[src/rtl/regfile_dump_reader_pkg.sv]
// Constants and state encoding shared between the register file and its debug dump reader.
package regfile_dump_reader_pkg;

  localparam int REG_ADDR_W = 5;
  localparam int REG_DATA_W = 32;

  typedef enum logic [2:0] {
    ST_IDLE,
    ST_ADDR,
    ST_WAIT,
    ST_SEND,
    ST_DONE
  } state_t;

endpackage

[src/rtl/regfile_dump_reader.sv]
// Debug-port sweeper for the register file: walks an address range on the debug read port
// and streams each {addr, data} word out over a valid/ready interface.
module regfile_dump_reader
  import regfile_dump_reader_pkg::*;
#(
  parameter int DATA_W     = REG_DATA_W,
  parameter int ADDR_W     = REG_ADDR_W,
  parameter int RD_LATENCY = 1
) (
  input  logic              clock,
  input  logic              reset,
  input  logic              start,
  input  logic [ADDR_W-1:0] first_addr,
  input  logic [ADDR_W-1:0] last_addr,
  input  logic              abort,
  output logic [ADDR_W-1:0] rf_rd_addr,
  input  logic [DATA_W-1:0] rf_rd_data,
  output logic              out_valid,
  input  logic              out_ready,
  output logic [ADDR_W-1:0] out_addr,
  output logic [DATA_W-1:0] out_data,
  output logic              out_last,
  output logic              busy,
  output logic              done
);

  // state | meaning
  // IDLE  | waiting for start
  // ADDR  | read address presented, one settling cycle
  // WAIT  | latency down-counter running; capture on terminal count
  // SEND  | word held on out_* until the sink takes it
  // DONE  | one-cycle done pulse; busy drops on exit

  localparam int CNT_W = 3;

  state_t              state_q, state_d;
  logic [ADDR_W-1:0]   last_q, last_d;
  logic [ADDR_W-1:0]   rd_addr_d;
  logic [CNT_W-1:0]    cnt_q, cnt_d;
  logic                abort_pending, abort_d;
  logic                valid_d, olast_d, busy_d, done_d;
  logic [ADDR_W-1:0]   oaddr_d;
  logic [DATA_W-1:0]   odata_d;
  logic                stop_now;

  // an abort arriving on the handshake edge still ends the sweep at this word
  assign stop_now = out_last | abort_pending | abort;

  always_ff @(posedge clock or negedge reset) begin
    if (!reset) begin
      state_q       <= ST_IDLE;
      rf_rd_addr    <= '0;
      last_q        <= '0;
      cnt_q         <= '0;
      abort_pending <= 1'b0;
      out_valid     <= 1'b0;
      out_addr      <= '0;
      out_data      <= '0;
      out_last      <= 1'b0;
      busy          <= 1'b0;
      done          <= 1'b0;
    end else begin
      state_q       <= state_d;
      rf_rd_addr    <= rd_addr_d;
      last_q        <= last_d;
      cnt_q         <= cnt_d;
      abort_pending <= abort_d;
      out_valid     <= valid_d;
      out_addr      <= oaddr_d;
      out_data      <= odata_d;
      out_last      <= olast_d;
      busy          <= busy_d;
      done          <= done_d;
    end
  end

  always_comb begin
    state_d = state_q;
    unique case (state_q)
      ST_IDLE: if (start) state_d = ST_ADDR;
      ST_ADDR: state_d = ST_WAIT;
      ST_WAIT: if (cnt_q == '0) state_d = ST_SEND;
      ST_SEND: if (out_ready) state_d = stop_now ? ST_DONE : ST_ADDR;
      ST_DONE: state_d = ST_IDLE;
      default: state_d = ST_IDLE;
    endcase
  end

  always_comb begin
    rd_addr_d = rf_rd_addr;
    last_d    = last_q;
    cnt_d     = cnt_q;
    abort_d   = abort_pending;
    valid_d   = out_valid;
    oaddr_d   = out_addr;
    odata_d   = out_data;
    olast_d   = out_last;
    busy_d    = busy;
    done_d    = 1'b0;
    unique case (state_q)
      ST_IDLE: begin
        if (start) begin
          rd_addr_d = first_addr;
          last_d    = last_addr;
          busy_d    = 1'b1;
          abort_d   = 1'b0;
        end
      end
      ST_ADDR: begin
        cnt_d = CNT_W'(RD_LATENCY - 1);
        if (abort) abort_d = 1'b1;
      end
      ST_WAIT: begin
        if (abort) abort_d = 1'b1;
        if (cnt_q == '0) begin
          odata_d = rf_rd_data;
          oaddr_d = rf_rd_addr;
          olast_d = (rf_rd_addr == last_q) | abort_pending | abort;
          valid_d = 1'b1;
        end else begin
          cnt_d = cnt_q - CNT_W'(1);
        end
      end
      ST_SEND: begin
        if (abort) abort_d = 1'b1;
        if (out_ready) begin
          valid_d = 1'b0;
          if (stop_now) done_d = 1'b1;
          else          rd_addr_d = rf_rd_addr + ADDR_W'(1);
        end
      end
      ST_DONE: begin
        busy_d  = 1'b0;
        abort_d = 1'b0;
      end
      default: ;
    endcase
  end

endmodule

[config.mk]
export PLATFORM = sky130hd
export DESIGN_NAME = regfile_dump_reader
export DESIGN_NICKNAME = d
export VERILOG_FILES = /design/src/rtl/regfile_dump_reader_pkg.sv /design/src/rtl/regfile_dump_reader.sv
export SDC_FILE = /design/constraint.sdc
export NUM_CORES = 1
export LEC_CHECK = 0
export BUFFER_PORTS_ARGS = -buffer_cell sky130_fd_sc_hd__buf_4
export CAP_MARGIN = 20
export CORE_MARGIN = 2
export CORE_UTILIZATION = 44
export CTS_CLUSTER_SIZE = 8
export DETAILED_ROUTE_END_ITERATION = 8
export GPL_ROUTABILITY_DRIVEN = 0
export PLACE_DENSITY_LB_ADDON = 0.15
export SLEW_MARGIN = 20
export SYNTH_ARGS = -nofsm -noshare
export SYNTH_HDL_FRONTEND = slang
export SYNTH_SLANG_ARGS = --single-unit
[constraint.sdc]
create_clock -name clock -period 1.92 [get_ports clock]
set_clock_uncertainty 0.1 [all_clocks]
set_input_delay 0.192 -clock clock [delete_from_list [all_inputs] [get_ports clock]]
set_output_delay 0.192 -clock clock [all_outputs]
set_load 0.01 [all_outputs]
# [Word level (Yosys, flattened, before mapping)]
# Index checks and enable logic that the tools add are counted.
[word_totals] ff_bits=58 latch_bits=0 wordCells=66 ram_bits=0 rom_bits=0 n_memories=0 out_inout_bits=46
[op_classes] reduce_logical=16 n_shift=0 muxes=22 magnitude_cmp=0 n_eq_ne=11 n_bitwise=4 div=0 addsub=2 n_mul=0
[ops] cell="3-bit two-way mux" n=5
[ops] cell="5-bit two-way mux" n=3
[ops] cell="3-bit one-hot mux with 4 select lines" n=1
[ops] cell="2-bit inequality test (second input constant)" n=5
[ops] cell="5-bit one-hot mux with 2 select lines" n=1
[ops] cell="3-bit AND reduction" n=3
[ops] cell="1-bit two-way mux" n=8
[ops] cell="2-bit AND reduction" n=4
[ops] cell="2-bit nonzero test" n=4
[ops] cell="3-bit by 2-bit equality test with 1-bit output (second input constant)" n=2
[ops] cell="3-bit zero test" n=2
[ops] cell="3-bit one-hot mux with 2 select lines" n=1
[ops] cell="5-bit by 1-bit adder with 5-bit output (second input constant)" n=1
[ops] cell="5-bit equality test" n=1
[ops] cell="1-bit bitwise OR" n=4
[ops] cell="1-bit one-hot mux with 2 select lines" n=2
[ops] cell="4-bit AND reduction" n=1
[ops] cell="3-bit by 1-bit equality test with 1-bit output (second input constant)" n=1
[ops] cell="3-bit equality test (second input constant)" n=1
[ops] cell="1-bit one-hot mux with 3 select lines" n=1
[ops] cell="3-bit nonzero test" n=1
[ops] cell="3-bit OR reduction" n=1
[ops] cell="3-bit by 1-bit subtractor with 3-bit output (second input constant)" n=1
[ops] cell="2-bit by 1-bit inequality test with 1-bit output (second input constant)" n=1

# [Longest topological paths before layout]
[logic_depth] ltp_word=5 depth_mapped=8

# [Least setup slack after synthesis]
# OpenSTA, ideal clock, no wires.
[synth_path] path_type="flip-flop to flip-flop" start="register cnt_q[0]" end="register out_data[12]" stages_incl_launch_ff=8 period_less_slack_ns=1.871 t_arrival_ns=1.646 path_slack_ns=0.049 required_ns=1.695 path_buffers=2 setup_ns=0.125 cell_sequence="dfrtp_1 -> inv_1 -> ha_1 -> ha_1 -> nor3b_4 -> buf_6 -> buf_8 -> mux2_4"
[synth_between] elab_chain_cells=2
[synth_rtl] item="start: declaration" line_no="regfile_dump_reader.sv:39" rtl="logic [CNT_W-1:0] cnt_q, cnt_d;"
[synth_rtl] item="start signal: assignment" line_no="regfile_dump_reader.sv:66" rtl="cnt_q <= cnt_d;"
[synth_rtl] item="3-bit zero test" line_no="regfile_dump_reader.sv:115" rtl="if (cnt_q == '0) begin"
[synth_rtl] item="2-bit AND reduction (no source line)"
[synth_rtl] item="end signal: assignment" line_no="regfile_dump_reader.sv:70" rtl="out_data <= odata_d;"
[synth_rtl] item="end: declaration" line_no="regfile_dump_reader.sv:21" rtl="output logic [DATA_W-1:0] out_data,"
# No other way between the ends.
# A chain may end at the register's enable or synchronous reset.

# [Worst setup path after layout]
[layout_path] start="register cnt_q[0]" end="register out_data[30]"
# Same word-level chain as after synthesis.

==> results.ini <==
[final_layout]
design_area_mm2 = 0.00400
nNetsFinal = 396
layout-drive-gt1-share_pct = 47.3
fin_util_pct = 71.4
area_growth_syn_to_layout_pct = 54.0
stdcell_count = 424

[pwr]
p_total_w = 0.00644
ir_drop_mv = 0.739
p_leak_nw = 1.87
power_density_mw_per_mm2 = 1610

[synth]
synth_fp_nets = 252
synthTopCellsByCount = dfrtp_1 (58), mux2_2 (29), nand2_1 (23)
yosysMostFrequentCell = dfrtp_1
netlist_area_mm2 = 0.00260
synth_seq_area_share_pct = 55.8
synthTopCellsByArea = dfrtp_1 (56%), mux2_2 (13%), mux2_4 (4.6%), nand2_1 (3.3%), a21oi_1 (2.1%)
synth-edff-count = 0
synth_top_cell_by_area = dfrtp_1
yosys_warnings = 0
synth_seq_cells = 58
synth_cells = 202
syn_avg_cell_area_um2 = 12.9
async_reset_ff_share_pct = 100
synth_top_cell_area_share_pct = 55.8
synth_top_flop_cell = dfrtp_1
ys_types = 36

[place]
dp_cells = 365
dpl_cell_area_mm2 = 0.00337
port-buffer-count = 92
dp_slack_ps = 63.8
dp_hpwl_um = 4010

[sta]
period_minus_slack_ps = 1870
worst_slack_ps = 50.5
worstMarginPinSlew_ps = 720
min_period_over_period_pct = 97.4
setup_violations = 0
slew_violations = 0
hold_viol_final = 0
timing.fmax_mhz = 535
slew_headroom_pct = 52.0

[global_routing]
antenna_found_initial = 0
grt_remaining_overflow = 0
grt_pass1_wl_um = 9990
grt_max_degree = 59
first_global_vias = 2137
grtUsageTotal_pct = 20.5

[critical_path]
worst_setup_path_end_kind = flip-flop
crit_fanout = 10
startpoint_type = flip-flop
path_class = reg -> reg
critPathArrivalTime_ps = 1990
cp.required_ps = 2040

[detailed_routing]
drtIter0Drc = 58
via_per_inst = 5.01
ant_nets = 0
wirelength_um = 6920
remaining_drc_errors = 0
dr.pass1.iters = 4
vias = 2125
avgRoutedWirePerCell_um = 16.3

[floorplan]
die-width_um = 80.9
rows = 27
initial_utilization_pct = 46.3
io_pins = 93
die_h_um = 80.9
core_area_mm2 = 0.00561
dieArea_mm2 = 0.00654

[cts]
clk_latency_ps = 340
cts_buffer_depth = 2
cts_root_buffer = clkbuf_8
cts_tree = built
cts_sinks = 58
h-tree-depth = 3
cts_resized = 0
path_clk_slew_ps = 60
cts_buffers = 9

[flow_run]
maxCapViolCount = 0

[status]
outcome = completed

[hold_path]
hp-class = in -> reg

[layout by cell type (no fill, tap or decap), drive strengths merged]
| master | count |
|---|---|
| buf | 101 |
| dfrtp | 58 |
| dlygate4sd3 | 38 |
| mux2 | 37 |
| nand2 | 23 |
| clkbuf | 13 |
| a21oi | 12 |
| o21ai | 11 |
| inv | 7 |
| nor3 | 7 |
| nor2 | 5 |
| o22ai | 4 |
| o211ai | 3 |
| xor2 | 3 |
| ha | 3 |
| clkinv | 3 |
| nand3 | 3 |
| and3 | 2 |
| and4 | 2 |
| xnor2 | 2 |
| clkinvlp | 2 |
| nand2b | 2 |
| a311oi | 2 |
| diode | 1 |
| and3b | 1 |
| nor3b | 1 |
| nor4b | 1 |
| o2bb2ai | 1 |
| mux2i | 1 |
| a211oi | 1 |
| a21o | 1 |
| a31oi | 1 |
[flip-flops by register name, indices dropped and copies added, names as in the netlist]
register,cells
out_data,32
busy,1
rf_rd_addr,5
done,1
state_q,3
cnt_q,3
out_addr,5
out_last,1
out_valid,1
abort_pending,1
last_q,5
[where the power goes]
| part | internal [W] | leakage (nW) | total [W] | switching [W] |
|---|---|---|---|---|
| Combinational | 0.00184 | 1.10 | 0.00317 | 0.00133 |
| Sequential | 0.00181 | 0.688 | 0.00228 | 0.000475 |
| Clock | 0.000496 | 0.0851 | 0.000990 | 0.000494 |
| Total | 0.00414 | 1.87 | 0.00644 | 0.00230 |
[timing repair]
| action | 4_1_cts | 5_1_grt |
|---|---|---|
| endpoints found under the setup margin | 0 | 17 |
| hold buffers | 38 | 0 |
| setup buffers | 0 | 1 |
| hold endpoints to repair | 95 | 0 |
[worst paths after layout]
path                                from  depth (start not counted)            end  slack [ps]
max                             cnt_q[0]                          7   out_data[30]          50
min                        first_addr[4]                          3  rf_rd_addr[4]          50
max reg2reg                     cnt_q[0]                          7   out_data[30]          50
min reg2reg                    last_q[1]                          2      last_q[1]         400
max in group asynchronous          reset                          2  rf_rd_addr[1]         880
min in group asynchronous          reset                          2   out_data[12]         350
[layer usage]
metal	up-vias	global-route usage, %	wire (um)
met5	-	0	0
met4	0	10.0	167
met3	17	5.89	340
met2	72	33.1	3450
met1	1028	25.2	2960
li1	1008	-	-
[kinds of logic (layout without fill, tap and decap cells)]
group | Yosys count | in the layout | synth area share [%]
flip-flops | 58 | 58 | 55.8
AND/OR/NAND/NOR | 47 | 47 | 10.6
multiplexers | 38 | 38 | 17.6
AO/OA/AOI/OAI | 36 | 36 | 8.76
buffers and inverters | 15 | 164 | 4.04
XOR/XNOR | 5 | 5 | 1.69
adder cells (fa/ha/maj) | 3 | 3 | 1.44
other | 0 | 1 | 0
[layout make-up]
class                      instances  area, um^2
clock inverter                     5        30.0
sequential                        58        1450
fill                             398        1610
timing repair buffer             141        1220
clock buffer                      11         141
multi-input combinational        129        1040
tap                               72        90.1
inverter                           7        26.3
antenna                            1        2.50
[metrics by stage]
step | hold WS [ps] | setup TNS [ps]
after global placement | 197 | 0
after global routing | 59.6 | -400
final | 54.4 | 0
after CTS | 39.6 | 0
after floorplan | -204 | 0
after detailed placement | 195 | 0
[worst max-delay path, stage by stage, from the launching register on]
cell and delay, ps:
dfrtp_1 400, inv_1 70, ha_1 140, ha_1 160, nor3b_4 230, buf_12 160
clkbuf_16 160, mux2_2 340
Note: power is estimated with default switching activity, not from simulation.
